$ cat config.mk
export PLATFORM = sky130hd
export DESIGN_NAME = imem_load_ctrl
export DESIGN_NICKNAME = d
export VERILOG_FILES = /design/src/rtl/imem_load_ctrl.sv
export SDC_FILE = /design/constraint.sdc
export NUM_CORES = 2
export LEC_CHECK = 0
export CORE_MARGIN = 2
export CORE_UTILIZATION = 55
export DETAILED_ROUTE_END_ITERATION = 8
export GPL_TIMING_DRIVEN = 0
export HOLD_SLACK_MARGIN = 0.08
export PLACE_DENSITY = 0.71
export SLEW_MARGIN = 30
export SYNTH_ARGS = -nofsm -noshare
export SYNTH_HDL_FRONTEND = slang
export SYNTH_SLANG_ARGS = --single-unit
$ cat constraint.sdc
create_clock -name clk -period 10.7 [get_ports clk]
set_clock_uncertainty 0.05 [all_clocks]
set_input_delay 2.14 -clock clk [delete_from_list [all_inputs] [get_ports clk]]
set_output_delay 2.14 -clock clk [all_outputs]
set_load 0.1 [all_outputs]
$ cat src/rtl/imem_load_ctrl.sv
// Instruction memory load controller: loads 64x32 words, then serves fetches.
// Optional checksum word on the last beat is enabled by `define IMEM_CHECKSUM_EN.
module imem_load_ctrl (
    input  logic        clk,
    input  logic        reset,
    input  logic        ld_start,
    input  logic        ld_valid,
    output logic        ld_ready,
    input  logic [31:0] ld_data,
    input  logic        ld_last,
    input  logic [31:0] cpu_addr,
    output logic [31:0] cpu_instr,
    output logic        cpu_stall,
    output logic [6:0]  ld_count,
    output logic        ld_err,
    output logic        done
);

    localparam logic [31:0] NOP = 32'h0000_0013;

    typedef enum logic [2:0] {
        S_IDLE  = 3'd0,
        S_LOAD  = 3'd1,
`ifdef IMEM_CHECKSUM_EN
        S_CHECK = 3'd2,
`endif
        S_RUN   = 3'd3,
        S_ERROR = 3'd4
    } state_t;

    state_t      r_state;
    state_t      w_next;
    logic [6:0]  r_count;
    logic [31:0] r_mem [64];

    logic        w_ready;
    logic        w_hs;
    logic        w_wr;
    logic        w_clr;
    logic        w_unused_addr;

`ifdef IMEM_CHECKSUM_EN
    logic [31:0] r_sum;
    logic [31:0] r_csum;
`endif

    // Handshake qualification; ld_start in LOAD discards the word
    assign w_ready = (r_state == S_LOAD) && !r_count[6];
    assign w_hs    = w_ready && ld_valid && !ld_start;
`ifdef IMEM_CHECKSUM_EN
    assign w_wr    = w_hs && !ld_last;
    assign w_clr   = ld_start && (r_state != S_CHECK);
`else
    assign w_wr    = w_hs;
    assign w_clr   = ld_start;
`endif

    assign w_unused_addr = ^{cpu_addr[31:8], cpu_addr[1:0]};

    // State register
    always_ff @(posedge clk or negedge reset) begin
        if (!reset) begin
            r_state <= S_IDLE;
        end else begin
            r_state <= w_next;
        end
    end

    // Next-state logic
    always_comb begin
        w_next = r_state;
        unique case (r_state)
            S_IDLE, S_RUN, S_ERROR: begin
                if (ld_start) w_next = S_LOAD;
            end
            S_LOAD: begin
                if (ld_start) begin
                    w_next = S_LOAD;
                end else if (ld_valid && !w_ready) begin
                    w_next = S_ERROR;
                end else if (w_hs && ld_last) begin
`ifdef IMEM_CHECKSUM_EN
                    w_next = S_CHECK;
`else
                    w_next = S_RUN;
`endif
                end
            end
`ifdef IMEM_CHECKSUM_EN
            S_CHECK: begin
                w_next = (r_sum == r_csum) ? S_RUN : S_ERROR;
            end
`endif
            default: w_next = S_IDLE;
        endcase
    end

    // Word counter, saturates at 64 because ready drops there
    always_ff @(posedge clk or negedge reset) begin
        if (!reset) begin
            r_count <= 7'd0;
        end else if (w_clr) begin
            r_count <= 7'd0;
        end else if (w_wr) begin
            r_count <= r_count + 7'd1;
        end
    end

`ifdef IMEM_CHECKSUM_EN
    // Running sum of written words and capture of the checksum beat
    always_ff @(posedge clk or negedge reset) begin
        if (!reset) begin
            r_sum  <= 32'd0;
            r_csum <= 32'd0;
        end else if (w_clr) begin
            r_sum  <= 32'd0;
            r_csum <= 32'd0;
        end else begin
            if (w_wr) r_sum <= r_sum + ld_data;
            if (w_hs && ld_last) r_csum <= ld_data;
        end
    end
`endif

    // Storage write port; contents survive reset
    always_ff @(posedge clk) begin
        if (w_wr) r_mem[r_count[5:0]] <= ld_data;
    end

    // Output decode
    always_comb begin
        ld_ready  = w_ready;
        ld_count  = r_count;
        ld_err    = (r_state == S_ERROR);
        done      = (r_state == S_RUN);
        cpu_stall = (r_state != S_RUN);
        cpu_instr = NOP;
        if (r_state == S_RUN) cpu_instr = r_mem[cpu_addr[7:2]];
    end

endmodule

## Word-level counts from Yosys, hierarchy flattened

Memory sizes are Yosys's and may differ from the RTL's.
Cells that the tools add are included.

- Register bits: 10
- Bits of input ports: 69
- Memories: 1
- Bits in writable memories: 2048
- Logic and storage cells: 32

Memory list:

| name | words | bits a word | rd ports | clocked after memory_dff | wr ports | line | RTL |
|---|---|---|---|---|---|---|---|
| r_mem | 64 | 32 | 1 | 0 | 1 | 34 | `logic [31:0] r_mem [64];` |

- Equal/unequal tests: 6
- Reduce and logical (&&, ||, !) cells: 12
- Muxes and demuxes: 10
- Add/subtract/negate cells: 1

Operators by type and width:

| kind | number |
|---|---|
| two-way mux 32 bit | 1 |
| two-way mux 7 bit | 2 |
| two-way mux 3 bit | 4 |
| adder 7 x 1 -> 7 bit, second input constant | 1 |
| one-hot mux 3 bit (2 select lines) | 1 |
| logical AND 1 bit | 5 |
| != test 4 x 2 -> 1 bit, second input constant | 1 |
| equality test 3 x 1 -> 1 bit, second input constant | 1 |
| equality test 3 x 2 -> 1 bit, second input constant | 1 |
| equality test 3 bit, second input constant | 1 |
| zero test 1 bit | 3 |
| zero test 3 bit | 1 |
| != test 3 x 2 -> 1 bit, second input constant | 1 |
| OR reduction 3 bit | 1 |
| two-way mux 1 bit | 2 |
| != test 2 bit, second input constant | 1 |
| AND reduction 2 bit | 1 |
| nonzero test 2 bit | 1 |

## Depth between registers and ports, before layout

- Word-level depth: 9
- Gate-level depth with buffers: 10
- Gate-level depth less buffers: 6

## Worst setup path after synthesis

OpenSTA, ideal clock, no wires.

- Path kind: input to output
- Start: input cpu_addr[3]
- End: output cpu_instr[28]
- Path buffers: 4
- Arrival: 6.208 ns
- Setup slack: 2.302 ns
- Stages: 9
- Path through: buf_4 buf_4 buf_4 buf_2 mux4_2 o221ai_1 a21oi_1 nor3_1 nor4_1

- Word-level cells in the longest chain between the ends: 2

Ends and longest elaborated chain:

| what | line | RTL |
|---|---|---|
| start: declaration | 11 | `input logic [31:0] cpu_addr,` |
| memory read (64 x 32 bit) | -- |  |
| two-way mux 32 bit | 138 | `if (r_state == S_RUN) cpu_instr = r_mem[cpu_addr[7:2]];` |
| end: declaration | 12 | `output logic [31:0] cpu_instr,` |

No other way between the ends.

## Final worst setup path

- Start: input cpu_addr[6]
- End: output cpu_instr[22]

The elaborated chain is that of the path after synthesis.

==> metrics.md <==
| Metric | Value |
|---|---|
| Status | finished, final reports clean |
| Global-route wire length before repair | 361600 um |
| Iteration-0 DRC count of the detailed router | 9368 |
| H-tree depth | 4 |
| Grt total ovfl | 0 |
| Width of the die | 383.2 um |
| Resized cells post-CTS | 0 |
| Synth Net Count | 3472 |
| CTS Buffer Depth | 3 |
| DP HPWL | 181200 um |
| Total negative slack | 0 ns |
| Vias in the first global route | 42430 |
| Layout overhead on the synthesized area | 19.29% |
| Port bufs | 80 |
| Required @ worst endpoint | 8.51 ns |
| Period minus WS final | 10.09 ns |
| Vias | 43970 |
| Register area | 61750 um2 |
| Multi-input gate area | approximately 17000 um2 |
| Number of synthesized register bits | around 2000 |
| Peak supply drop | 0.1599 mV |
| Post-CTS Setup Bufs | 0 |
| Hold WC Path Type | flop to flop |
| Initial antenna violation count | 16 |
| Die Ht | between 300 and 400 um |
| CTS sink cnt | 2058 |
| Vias/cell | 7.373 |
| Routed wire per std cell | 45.34 um |
| Root Driver | clkbuf_16 |
| Finished Layout Cells | 5964 |
| Clk pin slew, worst setup/hold paths | approximately 0.060 ns |
| Final Hold Vio Count | 0 |
| Nets | 3967 |
| Power density over cell area | 175.8 nW/um2 |
| CP Launch Type | primary input |
| CTS tree | done |
| # placed instances | between 5000 and 6000 |
| FFs w/ async S/R, synth | 0.4859% |
| Final GP Congestion | 0.8921 |
| Max Cap Viol | 0 |
| Synth warnings | 0 |
| Slew Limit Headroom | between 20% and 30% |
| Yosys cell types | 56 |
| RSZ-0062 raised after global routing | no |
| Post-synth EDFFs | approximately 2000 |
| Initial Util | approximately 55% |
| Ys flop type | edfxtp_1 |
| Critical path type | primary input to output port |
| Leak Pwr | 29.89 nW |
| Core area | 143100 um2 |
| Tcrit/Tclk final | 94.31% |
| Sequential-to-total area share from yosys stat | 78.09% |
| Filler cells | 8742 |
| # setup viols final | 0 |
| Drt pass-1 iters | 8 |
| Largest net degree at the start of global routing | 65 |
| Drt drc | 0 |
| Clk_lat worst skew | 0.81 ns |
| Fmax | 0.09909 GHz |
| Tightest Pin Transition | 1.137 ns |
| WHS | 0.5008 ns |
| Cells after synthesis | 3402 |
| Slew Limit Fails | 0 |
| Post-route ant nets | 0 |
| Drt total wl | 270400 um |
| Gr usage total | 37.32% |
| Ratio of cells with drive above 1 in the final layout | roughly a third |
| Die area | 146800 um2 |
| Ports | approximately 110 |
| Inserted Clock Buffers | about 200 |
| Std cell rows | 139 |
| Crit end category | output port |
| CP max FO | 10 |
| Critical path arrival | between 7 and 8 ns |
| Mapped Area | 79070 um2 |
| Avg Cell Area, Syn | between 20 and 25 um2 |
| Hold-fix buffers, CTS | 0 |
## cell type report
class	instances	share of cell area, %
buffer	179	1.198
clock buffer	251	5.531
sequential	2058	65.46
antenna	7	0.01857
multi-input combinational	1157	17.69
clock inverter	106	0.8595
inverter	8	0.03183
timing repair buffer	295	6.680
tap	1903	2.524
## worst max-delay path, cell delays in order
cell and delay (ns):
clkdlybuf4s50_1 0.90, clkinv_1 0.72, buf_2 0.38, buf_12 0.19
clkbuf_1 0.48, nor2_1 0.73, o211ai_1 0.27, a31oi_1 0.78
clkdlybuf4s50_1 1.29
## worst paths after layout
path / depth (start not counted) / end / start / slack [ns]
setup reg to reg: 8 / r_mem[39][27] / r_state[2] / 6.42
min in group asynchronous: 1 / ld_count[4] / reset / 1.60
max in group asynchronous: 1 / ld_count[1] / reset / 8.68
setup / recovery: 9 / cpu_instr[22] / cpu_addr[6] / 0.61
hold reg to reg: 1 / r_state[1] / r_state[2] / 0.50
hold / removal: 1 / r_state[1] / r_state[2] / 0.50
## flip-flops by register name (all words and copies together) (netlist names)
| name | flops |
|---|---|
| r_mem | 2048 |
| ld_count | 7 |
| r_state | 3 |
## Yosys cell counts, types with 5 or more instances
| master | number | area share, % |
|---|---|---|
| a2111oi_0 | 5 | 0.055 |
| a211oi_1 | 9 | 0.085 |
| nor4_1 | 5 | 0.040 |
| a31oi_1 | 18 | 0.14 |
| mux2_2 | 24 | 0.34 |
| nor2_1 | 104 | 0.49 |
| o211ai_1 | 9 | 0.085 |
| and2_1 | 6 | 0.047 |
| a21oi_1 | 25 | 0.16 |
| nor2b_1 | 17 | 0.13 |
| nand3_1 | 29 | 0.18 |
| a22oi_1 | 28 | 0.27 |
| buf_1 | 10 | 0.047 |
| edfxtp_1 | 2048 | 78 |
| nand2_1 | 128 | 0.61 |
| inv_1 | 5 | 0.024 |
| dfrtp_1 | 10 | 0.32 |
| mux4_2 | 554 | 16 |
| o21ai_1 | 6 | 0.038 |
| clkbuf_1 | 34 | 0.16 |
| nand2b_1 | 9 | 0.071 |
| buf_2 | 67 | 0.42 |
| buf_4 | 42 | 0.40 |
| o22ai_1 | 13 | 0.10 |
| buf_6 | 25 | 0.36 |
| a32oi_1 | 13 | 0.14 |
| nor3_1 | 13 | 0.082 |
| mux2i_1 | 82 | 1.0 |
| o21ai_0 | 9 | 0.057 |
## kinds of logic (layout without fill, tap and decap cells)
logic type | count (synthesis) | in the layout | synth area share [%]
DFF | 2058 | 2058 | 78.09
muxes | 660 | 660 | 17.16
and+or+nand+nor | 329 | 329 | 1.826
buffers and inverters | 187 | 839 | 1.432
AOI/OAI and AO/OA | 162 | 162 | 1.419
xor gates and xnor gates | 5 | 5 | 0.05538
adders and majority gates | 1 | 1 | 0.01582
other | 0 | 7 | 0
## metrics by stage
step	power (W)	worst slack (ns)	util [%]	instance area, um2
2_1_floorplan	0.009557	2.302	-	79070
4_1_cts	0.01654	1.037	65.88	94300
5_1_grt	0.01687	0.7366	65.89	94310
6_report	0.01658	0.6085	65.90	94330
3_5_place_dp	0.01003	1.096	61.67	88270
3_3_place_gp	0.009989	0.3463	57.47	82250
## placed cells by master (no fill, tap or decap), types with 13 or more instances in the layout
cell,count
a21oi_1,25
a22oi_1,28
a31oi_1,18
a32oi_1,13
buf_12,22
buf_16,183
buf_2,91
buf_4,55
buf_6,25
clkbuf_1,67
clkbuf_16,201
clkbuf_2,18
clkdlybuf4s50_1,48
clkinv_1,51
clkinv_2,37
edfxtp_1,2048
mux2_2,24
mux2i_1,82
mux4_2,554
nand2_1,128
nand3_1,28
nor2_1,36
nor2_4,65
nor2b_1,17
nor3_1,13
o22ai_1,13
## layer usage
layer,track usage (%),up-vias,routed length [um]
li1,-,15550,-
met1,49.32,22590,86880
met2,54.33,4776,119400
met3,13.40,1041,44880
met4,21.01,12,19120
met5,0,-,73
## power by group
part / internal (W) / total, W / switching (W)
sequential: 0.00887 / 0.00888 / 0.00000587
combinational: 0.000332 / 0.00101 / 0.000682
clock: 0.00368 / 0.00669 / 0.00301
(Power assumes the default switching activity.)
